$ cat src/rtl/rr_bus_arbiter_if.sv
// Bus-side signal bundle for rr_bus_arbiter: requests and lock in, grant status out.
// The arbiter connects through the slave modport and the requesting masters through the master modport.
interface rr_bus_arbiter_if #(
    parameter int NUM_REQ = 4
) ();
    localparam int IDX_W = $clog2(NUM_REQ);

    logic [NUM_REQ-1:0] req;
    logic               lock;
    logic [NUM_REQ-1:0] grant;
    logic               grant_valid;
    logic [IDX_W-1:0]   grant_idx;
    logic               switch_pulse;
    logic [7:0]         hold_cnt;

    modport master (
        output req, lock,
        input  grant, grant_valid, grant_idx, switch_pulse, hold_cnt
    );

    modport slave (
        input  req, lock,
        output grant, grant_valid, grant_idx, switch_pulse, hold_cnt
    );
endinterface

$ cat src/rtl/rr_bus_arbiter.sv
// N-requester bus arbiter with a registered one-hot grant.
// The owner keeps the bus while it requests. Selection is either round-robin,
// starting at the index after the last owner, or fixed priority, where the
// lowest index wins. An optional hold limit forces rotation to waiting
// masters, and the lock input suppresses that forced rotation.
module rr_bus_arbiter #(
    parameter int NUM_REQ   = 4,
    parameter int MAX_HOLD  = 16,
    parameter int PRIO_MODE = 0
) (
    input  logic           clk,
    input  logic           reset,
    rr_bus_arbiter_if.slave bus
);
    localparam int IDX_W = $clog2(NUM_REQ);
    // Expiry fires when the owner has already held the bus for MAX_HOLD-1 counted cycles.
    localparam int HOLD_LIMIT = (MAX_HOLD > 0) ? (MAX_HOLD - 1) : 0;

    typedef enum logic {IDLE, OWNED} state_t;

    state_t             state_reg;
    logic [NUM_REQ-1:0] grant_reg;
    logic               grant_valid_reg;
    logic [IDX_W-1:0]   grant_idx_reg;
    logic               switch_pulse_reg;
    logic [7:0]         hold_cnt_reg;

    logic [NUM_REQ-1:0] owner_onehot;
    logic [NUM_REQ-1:0] pick_onehot;
    logic [NUM_REQ-1:0] cand_req;
    logic [IDX_W-1:0]   pick_idx;
    logic               pick_found;
    logic               owner_req;
    logic               expired;
    logic [7:0]         hold_next;
    int                 cand;

    // Decode the current owner and the chosen candidate into one-hot vectors.
    generate
        for (genvar gi = 0; gi < NUM_REQ; gi++) begin : g_onehot
            assign owner_onehot[gi] = (grant_idx_reg == IDX_W'(gi));
            assign pick_onehot[gi]  = (pick_idx == IDX_W'(gi));
        end
    endgenerate

    // While owned, the owner is never a candidate for a hand-over. From IDLE,
    // the last owner is the final candidate of the round-robin scan.
    assign cand_req  = (state_reg == OWNED) ? (bus.req & ~owner_onehot) : bus.req;
    assign owner_req = |(bus.req & owner_onehot);
    assign expired   = (MAX_HOLD != 0) && (int'(hold_cnt_reg) >= HOLD_LIMIT);
    assign hold_next = (hold_cnt_reg == 8'hFF) ? 8'hFF : (hold_cnt_reg + 8'd1);

    // Pick the next owner. The loops run from the farthest candidate to the
    // nearest one, so the last match written is the winner.
    always_comb begin
        pick_idx   = grant_idx_reg;
        pick_found = |cand_req;
        cand       = 0;
        if (PRIO_MODE != 0) begin
            for (int i = NUM_REQ - 1; i >= 0; i--) begin
                if (cand_req[i]) begin
                    pick_idx = IDX_W'(i);
                end
            end
        end else begin
            for (int k = NUM_REQ; k >= 1; k--) begin
                cand = int'(grant_idx_reg) + k;
                if (cand >= NUM_REQ) begin
                    cand = cand - NUM_REQ;
                end
                if (cand_req[cand]) begin
                    pick_idx = IDX_W'(cand);
                end
            end
        end
    end

    // Ownership state machine. All outputs are registered here.
    always_ff @(posedge clk or posedge reset) begin
        if (reset) begin
            state_reg        <= IDLE;
            grant_reg        <= '0;
            grant_valid_reg  <= 1'b0;
            grant_idx_reg    <= IDX_W'(NUM_REQ - 1);
            switch_pulse_reg <= 1'b0;
            hold_cnt_reg     <= 8'd0;
        end else begin
            switch_pulse_reg <= 1'b0;
            case (state_reg)
                IDLE: begin
                    if (pick_found) begin
                        state_reg        <= OWNED;
                        grant_reg        <= pick_onehot;
                        grant_valid_reg  <= 1'b1;
                        grant_idx_reg    <= pick_idx;
                        hold_cnt_reg     <= 8'd0;
                        switch_pulse_reg <= 1'b1;
                    end
                end
                OWNED: begin
                    if ((!owner_req || (expired && !bus.lock)) && pick_found) begin
                        // Hand the bus over, either on release or on forced rotation.
                        grant_reg        <= pick_onehot;
                        grant_idx_reg    <= pick_idx;
                        hold_cnt_reg     <= 8'd0;
                        switch_pulse_reg <= 1'b1;
                    end else if (!owner_req) begin
                        // Release with nobody waiting: go idle. grant_idx keeps the last owner.
                        state_reg       <= IDLE;
                        grant_reg       <= '0;
                        grant_valid_reg <= 1'b0;
                    end else begin
                        hold_cnt_reg <= hold_next;
                    end
                end
            endcase
        end
    end

    assign bus.grant        = grant_reg;
    assign bus.grant_valid  = grant_valid_reg;
    assign bus.grant_idx    = grant_idx_reg;
    assign bus.switch_pulse = switch_pulse_reg;
    assign bus.hold_cnt     = hold_cnt_reg;
endmodule

$ cat src/flat_wrapper.sv
// flat-port wrapper written by rule: the top's interface ports become plain ports
module rr_bus_arbiter_flat 
#(
    parameter int NUM_REQ   = 4,
    parameter int MAX_HOLD  = 16,
    parameter int PRIO_MODE = 0
)
  (clk, reset, bus_req, bus_lock, bus_grant, bus_grant_valid, bus_grant_idx, bus_switch_pulse, bus_hold_cnt);
  rr_bus_arbiter_if #(.NUM_REQ(NUM_REQ)) bus_i ();
  input  logic clk;
  input  logic reset;
  input wire logic [$bits(bus_i.req)-1:0] bus_req;
  input wire logic [$bits(bus_i.lock)-1:0] bus_lock;
  output wire logic [$bits(bus_i.grant)-1:0] bus_grant;
  output wire logic [$bits(bus_i.grant_valid)-1:0] bus_grant_valid;
  output wire logic [$bits(bus_i.grant_idx)-1:0] bus_grant_idx;
  output wire logic [$bits(bus_i.switch_pulse)-1:0] bus_switch_pulse;
  output wire logic [$bits(bus_i.hold_cnt)-1:0] bus_hold_cnt;
  assign bus_i.req = bus_req;
  assign bus_i.lock = bus_lock;
  assign bus_grant = bus_i.grant;
  assign bus_grant_valid = bus_i.grant_valid;
  assign bus_grant_idx = bus_i.grant_idx;
  assign bus_switch_pulse = bus_i.switch_pulse;
  assign bus_hold_cnt = bus_i.hold_cnt;
  rr_bus_arbiter #(.NUM_REQ(NUM_REQ), .MAX_HOLD(MAX_HOLD), .PRIO_MODE(PRIO_MODE)) u_core (.clk(clk), .reset(reset), .bus(bus_i));
endmodule
$ cat config.mk
export PLATFORM = sky130hd
export DESIGN_NAME = rr_bus_arbiter_flat
export DESIGN_NICKNAME = d
export VERILOG_FILES = /design/src/rtl/rr_bus_arbiter_if.sv /design/src/rtl/rr_bus_arbiter.sv /design/src/flat_wrapper.sv
export SDC_FILE = /design/constraint.sdc
export NUM_CORES = 1
export LEC_CHECK = 0
export CORE_AREA = 2 2 57 54
export CTS_BUF_LIST = sky130_fd_sc_hd__clkbuf_4 sky130_fd_sc_hd__clkbuf_8
export DETAILED_ROUTE_END_ITERATION = 7
export DIE_AREA = 0 0 59 56
export PLACE_DENSITY_LB_ADDON = 0.08
export SLEW_MARGIN = 15
export SYNTH_ARGS = -nofsm -noshare
export SYNTH_HDL_FRONTEND = slang
export SYNTH_SLANG_ARGS = --single-unit
$ cat constraint.sdc
create_clock -name clk -period 2.35 [get_ports clk]
set_input_delay 0.705 -clock clk [delete_from_list [all_inputs] [get_ports clk]]
set_output_delay 0.705 -clock clk [all_outputs]
set_load 0.1 [all_outputs]
### Yosys cells after proc, flatten, opt, wreduce, memory -nomap -nowiden

Index checks and enable logic that the tools add are counted.
Widths: inputs -> output; s select.

| storage, ports and cells | value |
|---|---|
| memories | 0 |
| memory bits (read-only) | 0 |
| word-level logic and storage cells | 97 |
| latch bits | 0 |
| bits of input ports | 7 |
| register bits after elaboration | 17 |
| memory bits (writable) | 0 |

| cells by class | value |
|---|---|
| divide/modulo/power cells | 0 |
| bitwise gates (word level) | 4 |
| multipliers | 0 |
| muxes and demuxes | 43 |
| reductions and logical operators | 13 |
| equal/unequal tests | 13 |
| order comparisons | 9 |
| add/subtract/negate cells | 9 |
| shifts and indexed selects | 0 |

Operators with widths:

| kind | number |
|---|---|
| $ge 32x4->1 const B | 4 |
| $lt 32x4->1 const B | 4 |
| $mux 32 | 4 |
| $sub 32x4->32 const B | 4 |
| $mux 8 | 4 |
| $mux 4 | 4 |
| $pmux 8 s2 | 1 |
| $mux 1 | 15 |
| $mux 2 | 6 |
| $add 8x1->8 const B | 1 |
| $and 4x4->4 | 2 |
| $bmux 1 s2 | 4 |
| $eq 2x2->1 const B | 4 |
| $eq 8x8->1 const B | 1 |
| $ge 8x4->1 const B | 1 |
| $pmux 4 s2 | 1 |
| $reduce_or 4->1 | 2 |
| $add 2x2->3 const B | 2 |
| $ne 2x2->1 const B | 3 |
| $ne 3x3->1 const B | 2 |
| $pmux 1 s2 | 3 |
| $reduce_and 2->1 | 3 |
| $add 2x3->4 const B | 1 |
| $eq 2x1->1 const B | 2 |
| 10 further kinds | 13 |

### Logic depth before layout (Yosys ltp)

| depth | value |
|---|---|
| depth in word-level cells | 14 |
| mapped depth | 9 |
| mapped depth without buffers | 7 |

### Worst setup path after synthesis

Ideal clock, no wire load.

| timing path | value |
|---|---|
| path kind | register to register |
| start | register u_core.grant_idx_reg[1], in the netlist u_core.bus.grant_idx[1] |
| end | register u_core.grant_reg[0], in the netlist u_core.bus.grant[0] |
| setup time | 0.122 ns |
| path slack | -0.322 ns |
| clock period less this slack | 2.672 ns |
| arrival time | 2.550 ns |
| cell stages (with the launch flop) | 10 |
| cell sequence | dfstp_2 buf_2 inv_1 ha_1 buf_2 mux2_2 a21oi_1 o32ai_1 nor3b_2 a22o_1 |

| between the ends | value |
|---|---|
| longest elaborated chain between the ends | 14 |

Ends and longest elaborated chain:

| what | RTL line | text |
|---|---|---|
| start: declaration | rr_bus_arbiter.sv:24 | `logic [IDX_W-1:0] grant_idx_reg;` |
| start signal: assignment | rr_bus_arbiter.sv:84 | `grant_idx_reg <= IDX_W'(NUM_REQ - 1);` |
| start signal: assignment | rr_bus_arbiter.sv:95 | `grant_idx_reg <= pick_idx;` |
| start signal: assignment | rr_bus_arbiter.sv:104 | `grant_idx_reg <= pick_idx;` |
| parallel branches: the longest is 14 deep, another holds $sub 32x4->32 | - |  |
| end signal: assignment | rr_bus_arbiter.sv:93 | `grant_reg <= pick_onehot;` |
| end signal: assignment | rr_bus_arbiter.sv:103 | `grant_reg <= pick_onehot;` |
| end: declaration | rr_bus_arbiter.sv:22 | `logic [NUM_REQ-1:0] grant_reg;` |

Parallel ways; which one is timed is not known. The select of a mux whose other input is x is not followed.
A chain may end at the register's enable or synchronous reset.

### Worst setup path after layout

| timing path | value |
|---|---|
| start | register u_core.grant_idx_reg[0], in the netlist u_core.bus.grant_idx[0] |
| end | register u_core.grant_reg[0], in the netlist u_core.bus.grant[0] |

The elaborated chain is that of the path after synthesis.

==> qor.yml <==
largest_reg_flops: 8
crit_path_end_kind: "flip-flop"
cts-root-buf: "clkbuf_4"
seq_area_frac_synth_pct: 34.58
cts_tree: "done"
synth-main-ff-cell: "dfrtp_1"
worst_pin_slew_ns: 0.6325
r2r_cells: 8
max-cap-violations: 0
synth_edf_count: 0
gr-usage-all-layers_pct: 18.52
area_delta_synth_final_pct: 33.37
grt_pass1_wl_um: 4871
maxSlewHeadroom_pct: 57.79
final_cell_mix: "buf_4, dfrtp_1, nand2_1"
fin_skew_ns: 0.008749
dr.pass1.iters: 4
yosysWarnings: 0
cts_max_level: 1
io_buffers: 22
drive_above_1_share_pct: 38.95
critical_path_class: "flip-flop to flip-flop"
cts.clk_slew.worst_paths_ns: 0.11
required_ns: 2.59
drtIter0Drc: 45
grt_max_degree: 18
ant_nets: 0
holdPathStages: 1
initial_core_util_pct: 46.56
gp_congestion: 0.7832
pin_count: 23
yosysUniqueCellTypes: 50
max_freq_ghz: 0.4419
ctsHoldBuffers: 0
synthSimpleGateAreaFrac_pct: 17.09
dr_total_vias: 1182
cp_data_arrival_time_ns: 2.50
synth.mux.area_fraction_pct: 5.157
synth_cells: 132
rsz0062_at_grt: "false"
crit_slowest_cell: "dfstp_4"
grt-ovfl-total: 0
clockBufferDepth: 2
netlist_area_sq_um: 1237
fp.dieArea_sq_um: 3304
syn_nets: 144
setup_viol: 0
insertion_delay_ns: 0.29
synth_compound_area_share_pct: 32.66
rrSetupSlack_ns: 0.09
synth_top_family_by_area: "compound AO/OA/AOI/OAI gates"
vias_per_cell: 5.851
synthArstFlopShare_pct: 100.0
die_w_um: 59
drc: 0
synth_adder_area_share_pct: 5.056
fin_area_sq_um: 1650
wl_um: 2970
slew_viol_final: 0
period_share_pct: 96.30
n_antenna_cell: 0
grt_pass1_vias: 1034
path_cells: "inv_2 -> ha_1 -> buf_4 -> mux2_2 -> a21oi_1 -> a31oi_1 -> nor3b_2 -> a22o_1"
ys_ff_latch: 17
worstPathMaxFanout: 6
cp-start-kind: "flip-flop"
hp-class: "flip-flop to flip-flop"
row_count: 18
wl_per_cell_um: 14.70
clock-sinks: 17
cts_made_buffers: 3
fin_nets: 185
synthXorXnorAreaFrac_pct: 0
final_common_cell: "buf_4"
finalCriticalPeriod_ns: 2.263
hpwl_um: 2265
final-hold-violation-count: 0
cp_slowest_stage_delay_ns: 0.67
post_dp_cell_area_sq_um: 1610
status: "completed"
coreArea_sq_um: 2658
avgSynthCellArea_sq_um: 9.375
die_height_um: 56
grt_antenna_before_repair: 0
-- synth_stat cells (all sizes together) (3+ instances only) --
library cell  count  area share (%)
nand2            11             3.3
mux2i             3             2.4
a21oi             9             3.6
nor2              9             2.7
buf               5             3.0
and2              3             1.6
inv               8             2.4
a21boi            4             2.7
a22o              7             5.2
mux2              3             2.7
nand3             4             1.6
or2               4             2.2
ha                5             5.1
a31oi             4             2.0
o21ai             6             2.4
dfrtp            15              30
-- worst max-delay path, delay by kind of cell (launching register included) --
kind | cells | cell delay (ns)
buffers and inverters | 2 | 0.24
AND/OR/NAND/NOR | 1 | 0.28
multiplexers | 1 | 0.26
flip-flops | 1 | 0.67
adder cells (fa/ha/maj) | 1 | 0.24
AO/OA/AOI/OAI | 3 | 0.52
-- per-layer routing --
layer | share of wire, % | GRT usage (%) | up-vias
met4 | 0.34 | 1.948 | 0
met1 | 51 | 28.59 | 570
met2 | 44 | 26.83 | 36
met5 | 0 | 0 | -
met3 | 4.6 | 4.186 | 2
li1 | - | - | 574
-- through the flow --
step / setup TNS [ns] / hold slack [ns] / setup WS (ns) / instances / util [%]
after floorplan: -0.01670 / 0.6295 / -0.008350 / 132 / -
after global placement: -1.049 / 0.4770 / -0.1671 / 196 / 60.59
after detailed placement: -1.723 / 0.4868 / -0.2184 / 196 / 60.59
after CTS: 0 / 0.5149 / 0.07232 / 200 / 61.63
after global routing: 0 / 0.5463 / 0.01059 / 202 / 62.10
final: 0 / 0.5088 / 0.08689 / 202 / 62.10
-- timing repair --
item	in CTS	in global routing
setup endpoints to repair	0	4
setup buffers	0	2
resized for setup	0	2
-- cell type report --
| cell class | count | area [sq um] |
|---|---|---|
| Fill cell | 237 | 1007 |
| Tap cell | 30 | 37.54 |
| Multi-Input combinational cell | 102 | 769.5 |
| Sequential cell | 17 | 437.9 |
| Clock inverter | 1 | 5.005 |
| Clock buffer | 3 | 22.52 |
| Timing Repair Buffer | 41 | 345.3 |
| Inverter | 8 | 32.53 |
-- worst paths after layout --
kind,to,startpoint
max,u_core.bus.grant[0]$_DFFE_PP0P_,u_core.bus.grant_idx[0]$_DFFE_PP1P_
min,u_core.bus.grant[1]$_DFFE_PP0P_,u_core.bus.grant[1]$_DFFE_PP0P_
max reg2reg,u_core.bus.grant[0]$_DFFE_PP0P_,u_core.bus.grant_idx[0]$_DFFE_PP1P_
min reg2reg,u_core.bus.grant[1]$_DFFE_PP0P_,u_core.bus.grant[1]$_DFFE_PP0P_
max in group asynchronous,u_core.bus.hold_cnt[0]$_DFFE_PP0P_,reset
min in group asynchronous,u_core.bus.grant[3]$_DFFE_PP0P_,reset
-- logic make-up after synthesis --
family | count (synthesis)
adder cells (fa/ha/maj) | 5
multiplexers | 6
flip-flops | 17
buffers and inverters | 13
AND/OR/NAND/NOR | 40
AO/OA/AOI/OAI | 51
Power is left out: the tool's default activity adds up to more than one toggle a clock period on the data nets, which glitch-free logic cannot reach.
